===== src/rtl/mips_mon_pkg.sv =====
// Shared definitions for the MIPS run monitor: status codes and their width.
package mips_mon_pkg;

    localparam int unsigned ST_W = 3;

    localparam logic [ST_W-1:0] ST_IDLE     = 3'd0;
    localparam logic [ST_W-1:0] ST_RUN      = 3'd1;
    localparam logic [ST_W-1:0] ST_PASS     = 3'd2;
    localparam logic [ST_W-1:0] ST_MISMATCH = 3'd3;
    localparam logic [ST_W-1:0] ST_TIMEOUT  = 3'd4;
    localparam logic [ST_W-1:0] ST_HANG     = 3'd5;

    typedef enum logic [ST_W-1:0] {
        MON_IDLE     = ST_IDLE,
        MON_RUN      = ST_RUN,
        MON_PASS     = ST_PASS,
        MON_MISMATCH = ST_MISMATCH,
        MON_TIMEOUT  = ST_TIMEOUT,
        MON_HANG     = ST_HANG
    } mon_state_e;

endpackage


===== src/rtl/pc_trace_buf.sv =====
// Circular buffer of the most recent (pc, instr) pairs; index 0 reads the newest entry.
module pc_trace_buf #(
    parameter int unsigned XLEN  = 32,
    parameter int unsigned DEPTH = 8
) (
    input  logic                     clk,
    input  logic                     reset,
    input  logic                     we,
    input  logic [XLEN-1:0]          wpc,
    input  logic [XLEN-1:0]          winstr,
    input  logic [$clog2(DEPTH)-1:0] idx,
    output logic [XLEN-1:0]          rpc,
    output logic [XLEN-1:0]          rinstr
);

    localparam int unsigned IDX_W = $clog2(DEPTH);

    logic [XLEN-1:0]  mem_pc    [DEPTH];
    logic [XLEN-1:0]  mem_instr [DEPTH];
    logic [DEPTH-1:0] valid;
    logic [IDX_W-1:0] wr_ptr;
    logic [IDX_W-1:0] rd_slot;

    always_ff @(posedge clk) begin
        if (reset) begin
            wr_ptr <= '0;
            valid  <= '0;
        end else if (we) begin
            valid[wr_ptr] <= 1'b1;
            wr_ptr        <= wr_ptr + IDX_W'(1);
        end
    end

    // Storage needs no reset: the valid bits mask entries not yet written.
    always_ff @(posedge clk) begin
        if (we) begin
            mem_pc[wr_ptr]    <= wpc;
            mem_instr[wr_ptr] <= winstr;
        end
    end

    assign rd_slot = wr_ptr - IDX_W'(1) - idx;
    assign rpc     = valid[rd_slot] ? mem_pc[rd_slot]    : '0;
    assign rinstr  = valid[rd_slot] ? mem_instr[rd_slot] : '0;

endmodule


===== src/rtl/pc_run_monitor.sv =====
// Run monitor for the MIPS core: PASS / MISMATCH / TIMEOUT / HANG detection with sticky status.
// Optional (pc, instr) trace buffer enabled by defining PC_MON_TRACE_EN.
module pc_run_monitor
    import mips_mon_pkg::*;
#(
    parameter int unsigned     XLEN        = 32,
    parameter logic [XLEN-1:0] PASS_PC     = XLEN'(32'h58),
    parameter int unsigned     MAX_CYCLES  = 1000,
    parameter int unsigned     STALL_LIMIT = 16,
    parameter int unsigned     CNT_W       = 16,
    parameter int unsigned     TRACE_DEPTH = 8
) (
    input  logic                           clk,
    input  logic                           reset,
    input  logic [XLEN-1:0]                pc,
    input  logic [XLEN-1:0]                pcnext,
    input  logic [XLEN-1:0]                instr,
    output logic                           done,
    output logic                           pass,
    output logic [ST_W-1:0]                status,
    output logic [CNT_W-1:0]               cycle_cnt,
    output logic [XLEN-1:0]                err_pc,
    output logic [XLEN-1:0]                err_exp,
    input  logic [$clog2(TRACE_DEPTH)-1:0] trace_idx,
    output logic [XLEN-1:0]                trace_pc,
    output logic [XLEN-1:0]                trace_instr
);

    localparam int unsigned        STALL_W    = $clog2(STALL_LIMIT + 1);
    localparam logic [CNT_W-1:0]   CNT_LAST   = CNT_W'(MAX_CYCLES - 1);
    localparam logic [STALL_W-1:0] STALL_LAST = STALL_W'(STALL_LIMIT - 1);

    mon_state_e         state;
    logic [XLEN-1:0]    exp_pc;
    logic [STALL_W-1:0] stall_cnt;

    // Checks use the values registered on the previous edge; terminal states freeze everything.
    always_ff @(posedge clk) begin
        if (reset) begin
            state     <= MON_IDLE;
            status    <= ST_IDLE;
            done      <= 1'b0;
            pass      <= 1'b0;
            cycle_cnt <= '0;
            err_pc    <= '0;
            err_exp   <= '0;
            exp_pc    <= '0;
            stall_cnt <= '0;
        end else begin
            case (state)
                MON_IDLE: begin
                    state     <= MON_RUN;
                    status    <= ST_RUN;
                    exp_pc    <= pcnext;
                    cycle_cnt <= CNT_W'(1);
                end
                MON_RUN: begin
                    if (pc == PASS_PC) begin
                        state  <= MON_PASS;
                        status <= ST_PASS;
                        done   <= 1'b1;
                        pass   <= 1'b1;
                    end else if (pc != exp_pc) begin
                        state   <= MON_MISMATCH;
                        status  <= ST_MISMATCH;
                        done    <= 1'b1;
                        err_pc  <= pc;
                        err_exp <= exp_pc;
                    end else if (cycle_cnt == CNT_LAST) begin
                        state   <= MON_TIMEOUT;
                        status  <= ST_TIMEOUT;
                        done    <= 1'b1;
                        err_pc  <= pc;
                        err_exp <= exp_pc;
                    end else if (stall_cnt == STALL_LAST && pcnext == pc) begin
                        state   <= MON_HANG;
                        status  <= ST_HANG;
                        done    <= 1'b1;
                        err_pc  <= pc;
                        err_exp <= exp_pc;
                    end else begin
                        if (cycle_cnt != '1) begin
                            cycle_cnt <= cycle_cnt + CNT_W'(1);
                        end
                        exp_pc    <= pcnext;
                        stall_cnt <= (pcnext == pc) ? stall_cnt + STALL_W'(1) : '0;
                    end
                end
                default: begin
                end
            endcase
        end
    end

`ifdef PC_MON_TRACE_EN
    logic trace_we_c;

    // Includes the terminal-transition edge, since the state is still RUN there.
    assign trace_we_c = (state == MON_RUN);

    pc_trace_buf #(
        .XLEN  (XLEN),
        .DEPTH (TRACE_DEPTH)
    ) u_trace (
        .clk    (clk),
        .reset  (reset),
        .we     (trace_we_c),
        .wpc    (pc),
        .winstr (instr),
        .idx    (trace_idx),
        .rpc    (trace_pc),
        .rinstr (trace_instr)
    );
`else
    logic unused_trace;

    assign unused_trace = ^{trace_idx, instr};
    assign trace_pc     = '0;
    assign trace_instr  = '0;
`endif

endmodule


===== config.mk =====
export PLATFORM = sky130hd
export DESIGN_NAME = pc_run_monitor
export DESIGN_NICKNAME = d
export VERILOG_FILES = /design/src/rtl/mips_mon_pkg.sv /design/src/rtl/pc_trace_buf.sv /design/src/rtl/pc_run_monitor.sv
export SDC_FILE = /design/constraint.sdc
export NUM_CORES = 1
export LEC_CHECK = 0
export CORE_ASPECT_RATIO = 1.5
export CORE_MARGIN = 5
export CORE_UTILIZATION = 48
export CTS_BUF_LIST = sky130_fd_sc_hd__clkbuf_4 sky130_fd_sc_hd__clkbuf_8
export DETAILED_ROUTE_END_ITERATION = 16
export PLACE_DENSITY = 0.88
export REMOVE_ABC_BUFFERS = 1
export SYNTH_ARGS = -nofsm -noshare
export SYNTH_HDL_FRONTEND = slang
export SYNTH_HIERARCHICAL = 1
export SYNTH_SLANG_ARGS = --single-unit

===== constraint.sdc =====
create_clock -name clk -period 3.7 [get_ports clk]
set_input_delay 0.74 -clock clk [delete_from_list [all_inputs] [get_ports clk]]
set_output_delay 0.74 -clock clk [all_outputs]
set_load 0.05 [all_outputs]

==> results.md <==
- Critical path peak fanout: 24
- Area contributors post-synth: dfxtp_1 40%, mux2i_1 16%, xor2_1 9.3%, buf_4 8.2%, nor2_1 7.1%
- Layout cells sized above 1: around 8.5%
- Overall power: around 3.5 mW
- Fillers: 988
- Internal: between 2 and 2.5 mW
- Max Slew Vio Count: 0
- Num rows: 50
- HPWL Detailed: ~13000 um
- Leak: 3.28 nW
- Synthesized flop and latch total: 122
- Cells on worst reg2reg path: 8
- Initial DRC Count: 233
- Bufs on Longest Clock Path: 2
- Commonest non-fill, non-tap cell in the layout: clkdlybuf4s50_1
- Area Growth Syn to Fin: 31.2%
- Die Ht: 148 um
- CTS tree: yes
- Drt total wl: between 15000 and 20000 um
- Tmin final: between 3 and 4 ns
- Post-synth EDFFs: 0
- Reg clk slew, reported paths: 0.08 ns
- CP Buf/Inv Count: 2
- Total GRT Usage: 22.8%
- Via Count: 5169
- Die area: between 15000 and 20000 um^2
- Most frequent cells in the layout: 149 x clkdlybuf4s50_1, 122 x dfxtp_1, 115 x nor2_1
- CTS resizes: 0
- Combinational share of power: 24.8%
- Non-Filler Instances: 988
- Worst-Skew Late Latency: ~0.46 ns
- Netlist Area Pre-Place: around 6000 um^2
- Slack of the critical path: ~0.55 ns
- Post-detailed-route count of antenna-violating nets: 0
- Setup Total Neg Slack: 0 ns
- Vias in the first global route: 5078
- Slowest cell on crit path: clkdlybuf4s50_1
- Initial antenna violation count: 0
- Critical Path End Type: flop
- Core area: between 10000 and 15000 um^2
- Highest Clock Rate: ~320 MHz
- Synth warn: 6
- Cell chain of the critical path: clkdlybuf4s50_1 -> xor2_1 -> nor4_1 -> nand4_1 -> or3_4 -> a31oi_4 -> buf_12 -> mux2i_1 -> nor2_1
- Multi-input logic area: approximately 3200 um^2
- Slew margin rel.: 53.7%
- Setup-failing EPs final: 0
- Sequential cell area: 2440 um^2
- Ys async rst share: 0%
- Worst Max-Slew Pin Slew: slightly below 0.7 ns
- Post-CTS Setup Bufs: 0
- Post-place setup slack: 0.147 ns
- Hold depth: 2
- TritonCTS Buffers: 17
- Worst Path Required: 4.02 ns
- Num Clock Sinks: about 120
- Initial cell density of the core: 48.9%
- Routed len/inst: between 15 and 20 um
- Power per Cell Area: 431 nW/um^2
- Clock Skew: 0.0170 ns
- Cell total after placement: around 960
- Unrepaired setup endpoints after global routing: false
- Worst vdd ir: 386 uV
- I/O Buffers: 150
- Worst path depth: 9
- Top_reg_cell synth: dfxtp_1
- Post-synth top area share: 39.9%
- Outcome: completed
- Grt total ovfl: 0
- Die W: 102 um
- First-pass GRT wire length: 26900 um
- DRC viols: 0
- Seq/Total Area, Yosys: between 30 and 40%
- NetSw: 1.21 mW
- Root Buffer: clkbuf_8
- Crit path DAT: 3.47 ns
- Synth cell types: 53
- Clock power share: roughly a third
- # diodes: 0
- Final Hold Fails: 0
- Critical path class: in2reg
- R2r setup slk: 1.05 ns
- HP Class: reg2reg
- Tcrit/Tclk final: 85.1%
- Pre-antenna DRT Iters: 5
- Via density: 5.23
- Crit path launch type: primary input
- Sw Ratio: 35.0%
- Crit path max-delay family: simple AND/OR/NAND/NOR gates
- Max_cap viols: 0
- Hold-fix buffers, CTS: 0
- Syn_area_per_cell: 9.42 um^2
- Reg power frac: 41.6%
- H-tree depth: 4
- Routability Congestion: 0.905
- IO Count: 250
- Worst path max stage delay: between 0.4 and 0.5 ns
- Area leader, netlist: dfxtp_1
- Mapped Cells: 649
- Nets: 923
- Largest net degree at the start of global routing: 67
==> cells by family (layout without fill, tap and decap cells) <==
kind of cell / Yosys count / in the layout / synth area share [%]
simple gates: 210 / 210 / 16.5
flops: 122 / 122 / 39.9
buf+inv: 98 / 218 / 11.5
mux: 97 / 97 / 15.9
xor+xnor: 67 / 67 / 9.60
compound gates: 51 / 51 / 5.91
fa+ha+maj: 3 / 3 / 0.614
other cells: 1 / 64 / 0.0613
==> synth_stat cells (2+ instances only) <==
| master | number |
|---|---|
| nand4_1 | 9 |
| a211oi_1 | 2 |
| nand3_1 | 9 |
| dfxtp_1 | 122 |
| and4_1 | 2 |
| buf_8 | 6 |
| or3_1 | 5 |
| o31a_1 | 2 |
| a311oi_1 | 2 |
| and3_1 | 5 |
| and2_1 | 3 |
| nor2_1 | 115 |
| xnor2_1 | 2 |
| inv_1 | 7 |
| ha_1 | 3 |
| mux2i_1 | 97 |
| a21oi_1 | 13 |
| a41oi_1 | 2 |
| o21ai_0 | 6 |
| buf_2 | 2 |
| nor3_1 | 6 |
| xor2_1 | 65 |
| buf_4 | 67 |
| o221a_1 | 3 |
| nand2_1 | 18 |
| nor4_1 | 25 |
| a31oi_1 | 2 |
| nor2b_1 | 2 |
| clkbuf_1 | 13 |
| buf_6 | 2 |
| o21a_1 | 3 |
| o21ai_1 | 8 |
==> worst reg2reg max path: cells and delay by family, from the launching register on <==
family                    cells  cell delay (ns)
and+or+nand+nor               5             1.73
DFF                           1             0.34
xor gates and xnor gates      1             0.19
buffers and inverters         1             0.16
AOI/OAI and AO/OA             1             0.15
==> per-layer routing <==
layer	vias to the layer above	track usage, %	wire [um]
li1	2458	-	-
met1	2452	25.4	6380
met2	220	39.9	8970
met3	39	6.29	1410
met4	0	10.2	630
met5	-	0	0
==> state kept, by name, indices dropped and copies added, names as in the netlist <==
register,count
exp_pc,32
err_pc,32
stall_cnt,5
done,1
err_exp,32
pass,1
state,3
cycle_cnt,16
==> path summary, 6_finish.rpt <==
check	startpoint	to
max	pc[23]	err_pc[22]$_SDFFE_PP0P_
min	err_exp[18]$_SDFFE_PP0P_	err_exp[18]$_SDFFE_PP0P_
max reg2reg	exp_pc[20]$_SDFFE_PP0P_	cycle_cnt[3]$_SDFFE_PP0P_
min reg2reg	err_exp[18]$_SDFFE_PP0P_	err_exp[18]$_SDFFE_PP0P_
==> layout make-up <==
cell class | count | area share [%]
tap | 156 | 2.43
clock inverter | 14 | 1.67
clock buffer | 18 | 3.09
sequential | 122 | 30.4
inverter | 8 | 0.374
timing repair buffer | 178 | 22.1
multi-input combinational | 492 | 39.9
==> stage by stage <==
step | instance area (um^2) | hold WS (ns) | util (%)
2_1_floorplan | 5680 | 0.439 | -
3_3_place_gp | 7640 | 0.452 | 61.1
3_5_place_dp | 7640 | 0.457 | 61.1
4_1_cts | 8030 | 0.501 | 64.1
5_1_grt | 8030 | 0.513 | 64.1
6_report | 8030 | 0.499 | 64.1
==> power by group through the flow <==
stage | combinational, mW | sequential, mW | clock, mW
final | 0.856 | 1.44 | 1.16
after global routing | 0.902 | 1.45 | 1.24
after CTS | 0.856 | 1.44 | 1.18
after detailed placement | 0.849 | 1.47 | 0
after global placement | 0.841 | 1.46 | 0
after floorplan | 0.402 | 1.61 | 0
Power figures use the tool's default switching activity.
